[src/rtl/uart_tx_ctrl.sv]
// UART transmitter with a byte FIFO in front of an 8N1 framing FSM.
// Bit timing comes from a divisor latched at the start of each frame.
module uart_tx_ctrl #(
  parameter int FIFO_DEPTH = 16,
  parameter int DIV_WIDTH  = 16
) (
  input  logic                          clk,
  input  logic                          rstn,
  input  logic                          wr_en,
  input  logic [7:0]                    wr_data,
  input  logic [DIV_WIDTH-1:0]          baud_div,
  input  logic                          tx_enable,
  output logic                          tx,
  output logic                          full,
  output logic                          empty,
  output logic [$clog2(FIFO_DEPTH):0]   count,
  output logic                          busy,
  output logic                          overflow
);

  localparam int AW = $clog2(FIFO_DEPTH);
  localparam int PW = AW + 1;

  typedef enum logic [1:0] {IDLE, START, DATA, STOP} state_t;

  state_t               state_q, state_d;
  logic [PW-1:0]        wr_ptr_q, wr_ptr_d;
  logic [PW-1:0]        rd_ptr_q, rd_ptr_d;
  logic [7:0]           shift_q, shift_d;
  logic [DIV_WIDTH-1:0] div_q, div_d;
  logic [DIV_WIDTH-1:0] baud_cnt_q, baud_cnt_d;
  logic [2:0]           bit_idx_q, bit_idx_d;
  logic                 tx_q, tx_d;
  logic                 overflow_q, overflow_d;

  logic [7:0]           mem [FIFO_DEPTH];
  logic                 wr_accept;
  logic                 bit_end;
  logic                 pop;

  assign empty     = (wr_ptr_q == rd_ptr_q);
  assign full      = (wr_ptr_q[AW] != rd_ptr_q[AW]) &&
                     (wr_ptr_q[AW-1:0] == rd_ptr_q[AW-1:0]);
  assign count     = wr_ptr_q - rd_ptr_q;
  assign wr_accept = wr_en && !full;
  assign bit_end   = (baud_cnt_q == div_q);
  // A new frame may only start from IDLE or exactly at the end of a stop bit.
  assign pop       = tx_enable && !empty &&
                     ((state_q == IDLE) || ((state_q == STOP) && bit_end));

  assign tx       = tx_q;
  assign busy     = (state_q != IDLE);
  assign overflow = overflow_q;

  always_ff @(posedge clk) begin
    if (wr_accept) mem[wr_ptr_q[AW-1:0]] <= wr_data;
  end

  always_comb begin
    state_d    = state_q;
    wr_ptr_d   = wr_ptr_q;
    rd_ptr_d   = rd_ptr_q;
    shift_d    = shift_q;
    div_d      = div_q;
    baud_cnt_d = baud_cnt_q;
    bit_idx_d  = bit_idx_q;
    overflow_d = wr_en && full;

    if (wr_accept) wr_ptr_d = wr_ptr_q + PW'(1);

    case (state_q)
      IDLE: baud_cnt_d = '0;
      START: begin
        if (bit_end) begin
          baud_cnt_d = '0;
          state_d    = DATA;
        end else begin
          baud_cnt_d = baud_cnt_q + DIV_WIDTH'(1);
        end
      end
      DATA: begin
        if (bit_end) begin
          baud_cnt_d = '0;
          shift_d    = shift_q >> 1;
          if (bit_idx_q == 3'd7) begin
            bit_idx_d = 3'd0;
            state_d   = STOP;
          end else begin
            bit_idx_d = bit_idx_q + 3'd1;
          end
        end else begin
          baud_cnt_d = baud_cnt_q + DIV_WIDTH'(1);
        end
      end
      STOP: begin
        if (bit_end) begin
          baud_cnt_d = '0;
          state_d    = IDLE;
        end else begin
          baud_cnt_d = baud_cnt_q + DIV_WIDTH'(1);
        end
      end
      default: state_d = IDLE;
    endcase

    if (pop) begin
      state_d    = START;
      shift_d    = mem[rd_ptr_q[AW-1:0]];
      div_d      = baud_div;
      baud_cnt_d = '0;
      bit_idx_d  = 3'd0;
      rd_ptr_d   = rd_ptr_q + PW'(1);
    end

    // tx follows the next state so the line changes on the same edge as the FSM.
    case (state_d)
      START:   tx_d = 1'b0;
      DATA:    tx_d = shift_d[0];
      default: tx_d = 1'b1;
    endcase
  end

  always_ff @(posedge clk or negedge rstn) begin
    if (!rstn) begin
      state_q    <= IDLE;
      wr_ptr_q   <= '0;
      rd_ptr_q   <= '0;
      shift_q    <= '0;
      div_q      <= '0;
      baud_cnt_q <= '0;
      bit_idx_q  <= '0;
      tx_q       <= 1'b1;
      overflow_q <= 1'b0;
    end else begin
      state_q    <= state_d;
      wr_ptr_q   <= wr_ptr_d;
      rd_ptr_q   <= rd_ptr_d;
      shift_q    <= shift_d;
      div_q      <= div_d;
      baud_cnt_q <= baud_cnt_d;
      bit_idx_q  <= bit_idx_d;
      tx_q       <= tx_d;
      overflow_q <= overflow_d;
    end
  end

endmodule

[config.mk]
export PLATFORM = sky130hd
export DESIGN_NAME = uart_tx_ctrl
export DESIGN_NICKNAME = d
export VERILOG_FILES = /design/src/rtl/uart_tx_ctrl.sv
export SDC_FILE = /design/constraint.sdc
export NUM_CORES = 1
export LEC_CHECK = 0
export BUFFER_PORTS_ARGS = -buffer_cell sky130_fd_sc_hd__buf_2
export CAP_MARGIN = 20
export CORE_MARGIN = 1
export CORE_UTILIZATION = 68
export CTS_BUF_LIST = sky130_fd_sc_hd__clkbuf_2
export CTS_CLUSTER_DIAMETER = 100
export DETAILED_ROUTE_END_ITERATION = 12
export GPL_TIMING_DRIVEN = 0
export PLACE_DENSITY_LB_ADDON = 0.1
export SYNTH_ARGS = -nofsm -noshare
export SYNTH_HDL_FRONTEND = slang
export SYNTH_SLANG_ARGS = --single-unit
[constraint.sdc]
create_clock -name clk -period 6.05 [get_ports clk]
set_clock_uncertainty 0.2 [all_clocks]
set_input_delay 0.3025 -clock clk [delete_from_list [all_inputs] [get_ports clk]]
set_output_delay 0.3025 -clock clk [all_outputs]
set_load 0.005 [all_outputs]
==> results.sh <==
export IMPL_status="finished clean"
export IMPL_die_h_um=110
export IMPL_cts_path_max_buffers=2
export IMPL_dpl_cell_area_mm2=0.00831
export IMPL_ys_ff_latch=185
export IMPL_hold_viol_final=0
export IMPL_overflow=0
export IMPL_register_area_mm2=0.00527
export IMPL_synth_area_mm2=0.00789
export IMPL_async_flop_share=0.308
export IMPL_postLayoutSetupSlackWorst_ps=1910
export IMPL_drcViolationCount=0
export IMPL_post_cts_setup_buffer_count=0
export IMPL_combPwrFrac=0.337
export IMPL_gp_congestion=0.819
export IMPL_fp_dieW_um=110
export IMPL_clk_pin_slew_ps=250
export IMPL_grt_max_degree=32
export IMPL_antennaDiodeCount=0
export IMPL_post_drt_wl_per_cell_um=20.7
export IMPL_worst_slew_pin_slew_ps=1020
export IMPL_final_cells=734
export IMPL_fp_row_count=38
export IMPL_area_growth_pct=12.0
export IMPL_fillCellCount=600
export IMPL_setup_tns_final_ps=0
export IMPL_wirelength_um=15200
export IMPL_pre_cts_ws_ps=1870
export IMPL_setup_viol=0
export IMPL_antenna_found_initial=0
export IMPL_h_tree_depth=4
export IMPL_rsz0062_at_grt="no"
export IMPL_leakage_nw=3.48
export IMPL_critPathMaxFanout=10
export IMPL_fin_crit_sh=0.684
export IMPL_multi_input_area_mm2=0.00242
export IMPL_vias=4405
export IMPL_required_ps=6250
export IMPL_ys_warn_count=0
export IMPL_synth_compound_area_frac=0.0287
export IMPL_clock_sinks=185
export IMPL_startpoint_type="flip-flop"
export IMPL_synth_fa_ha_area_frac=0.0216
export IMPL_placedCellCount=673
export IMPL_drv_cap=0
export IMPL_drt_pass1_iterations=7
export IMPL_yosys_area_share_simple=0.0810
export IMPL_internal_power_mw=2.34
export IMPL_grtUsageTotal=0.281
export IMPL_max_freq_mhz=242
export IMPL_dp_hpwl_um=10100
export IMPL_avgSynthCellArea_um2=16.0
export IMPL_swShare=0.338
export IMPL_ys_flop_type="edfxtp_1"
export IMPL_drtIter0Drc=344
export IMPL_antenna_left=0
export IMPL_die_area_mm2=0.0120
export IMPL_synth_seq_area_share=0.668
export IMPL_final_common_cell="edfxtp_1"
export IMPL_pwr_share_seq=0.489
export IMPL_finalPower_mw=3.53
export IMPL_clkPwrFrac=0.173
export IMPL_fin_area_mm2=0.00884
export IMPL_timing_hold_ws_ps=68.8
export IMPL_power_density_mw_per_mm2=399
export IMPL_ys_types=46
export IMPL_syn_nets=535
export IMPL_avgViaCountPerCell=6.00
export IMPL_synth_xor_area_share=0.0477
export IMPL_coreArea_mm2=0.0111
export IMPL_numPortBuffers=37
export IMPL_root_buffer="clkbuf_2"
export IMPL_grt_pass1_vias=4512
export IMPL_cts_buffers=17
export IMPL_synth_edf_count=128
export IMPL_initial_core_util=0.713
export IMPL_final_min_clock_period_ps=4140
export IMPL_most_common_layout_cells="edfxtp_1 (128), nand2_1 (68), dfrtp_1 (56)"
export IMPL_fin_util=0.798
export IMPL_relSlewSlack=0.314
export IMPL_hold_class="in -> reg"
export IMPL_endpoint_kind="flip-flop"
export IMPL_grt_pass1_wl_um=23400
export IMPL_finalMaxSlewViolations=0
export IMPL_peakVddDrop_mv=0.257
export IMPL_cts_tree="built"
export IMPL_cp_data_arrival_time_ps=4340
export IMPL_synth_top_family_by_area="multiplexers"
export IMPL_crit_type="reg -> reg"
export IMPL_ios=38
export IMPL_syn_inst=494
export IMPL_synth_area_mux_share=0.125
export IMPL_nets=622
export IMPL_switching_power_mw=1.19
export IMPL_drive_gt1_frac=0.202
export IMPL_worstSkewPairLatency_ps=760
-- timing repair --
action / 4_1_cts / 5_1_grt
hold endpoints to repair: 209 / 0
resized for setup: 0 / 0
hold buffers: 29 / 0
-- critical path, cell delays in order, from the launching register on --
cell and delay, ps:
dfrtp_1 480, clkbuf_8 200, clkbuf_8 190, clkbuf_1 510, inv_1 150, ha_1 330
nand4_1 180, nor2b_1 90, nor2b_1 110, clkbuf_1 330, nand3_1 220, nor2_1 820
-- sequential cells by signal, summed over array words and instances (netlist names) --
register and flops:
bit_idx_q 3, baud_cnt_q 16, tx 1, mem 128, shift_q 8, wr_ptr_q 5
rd_ptr_q 5, overflow 1, state_q 2, div_q 16
-- cell usage after synthesis (2+ instances only) --
master / instances / area share
a21o_1: 7 / 0.0067
a21oi_1: 4 / 0.0025
a22o_1: 4 / 0.0044
and2_1: 5 / 0.0040
and3_1: 2 / 0.0016
buf_2: 3 / 0.0019
buf_6: 2 / 0.0029
buf_8: 2 / 0.0038
clkbuf_1: 6 / 0.0029
clkbuf_8: 5 / 0.0087
dfrtp_1: 56 / 0.18
edfxtp_1: 128 / 0.49
ha_1: 12 / 0.019
inv_1: 15 / 0.0071
mux2i_1: 3 / 0.0038
mux4_1: 14 / 0.047
mux4_2: 26 / 0.074
nand2_1: 68 / 0.032
nand3_1: 10 / 0.0063
nand3b_1: 2 / 0.0019
nand4_1: 6 / 0.0048
nor2_1: 34 / 0.016
nor2b_1: 2 / 0.0016
nor3_1: 5 / 0.0032
nor4_1: 4 / 0.0032
o21a_1: 2 / 0.0019
o21ai_0: 6 / 0.0038
o22a_1: 2 / 0.0022
xnor2_1: 14 / 0.016
xor2_1: 29 / 0.032
-- logic make-up after synthesis --
kind of cell,count (synthesis)
buf+inv,35
simple gates,144
fa+ha+maj,13
compound gates,31
mux,43
xor+xnor,43
flops,185
-- routing by layer --
metal / track usage / routed length (um)
met4: 0.112 / 440
met2: 0.487 / 7820
met1: 0.344 / 6230
met3: 0.0634 / 728
met5: 0 / 0
-- power groups by stage --
stage               Combinational [mW]  Sequential, mW  Clock, mW
finish                            1.19            1.73      0.611
global route                      1.30            1.75      0.667
CTS                               1.20            1.72      0.620
detailed placement                1.18            1.75          0
global placement                  1.13            1.74          0
floorplan                        0.863            1.71          0
-- path summary, 6_finish.rpt --
path                                    startpoint                       to  slack, ps  depth (start not counted)
min in group asynchronous                     rstn   shift_q[2]$_DFFE_PN0P_        390                          4
max reg2reg                rd_ptr_q[1]$_DFFE_PN0N_     mem[14][2]$_DFFE_PP_       1910                         11
max in group asynchronous                     rstn     div_q[8]$_DFFE_PN0N_       5070                          4
min reg2reg                wr_ptr_q[4]$_DFFE_PN0P_  wr_ptr_q[4]$_DFFE_PN0P_        310                          1
max                        rd_ptr_q[1]$_DFFE_PN0N_     mem[14][2]$_DFFE_PP_       1910                         11
min                                    baud_div[1]     div_q[1]$_DFFE_PN0N_         70                          4
-- final cells by class --
class,instances,share of cell area
Sequential cell,185,0.596
Multi-Input combinational cell,274,0.273
Timing Repair Buffer,68,0.0584
Tap cell,140,0.0198
Buffer,19,0.0188
Clock inverter,15,0.0173
Clock buffer,17,0.00962
Inverter,16,0.00679
No activity file was read; power rests on OpenSTA's default activity.
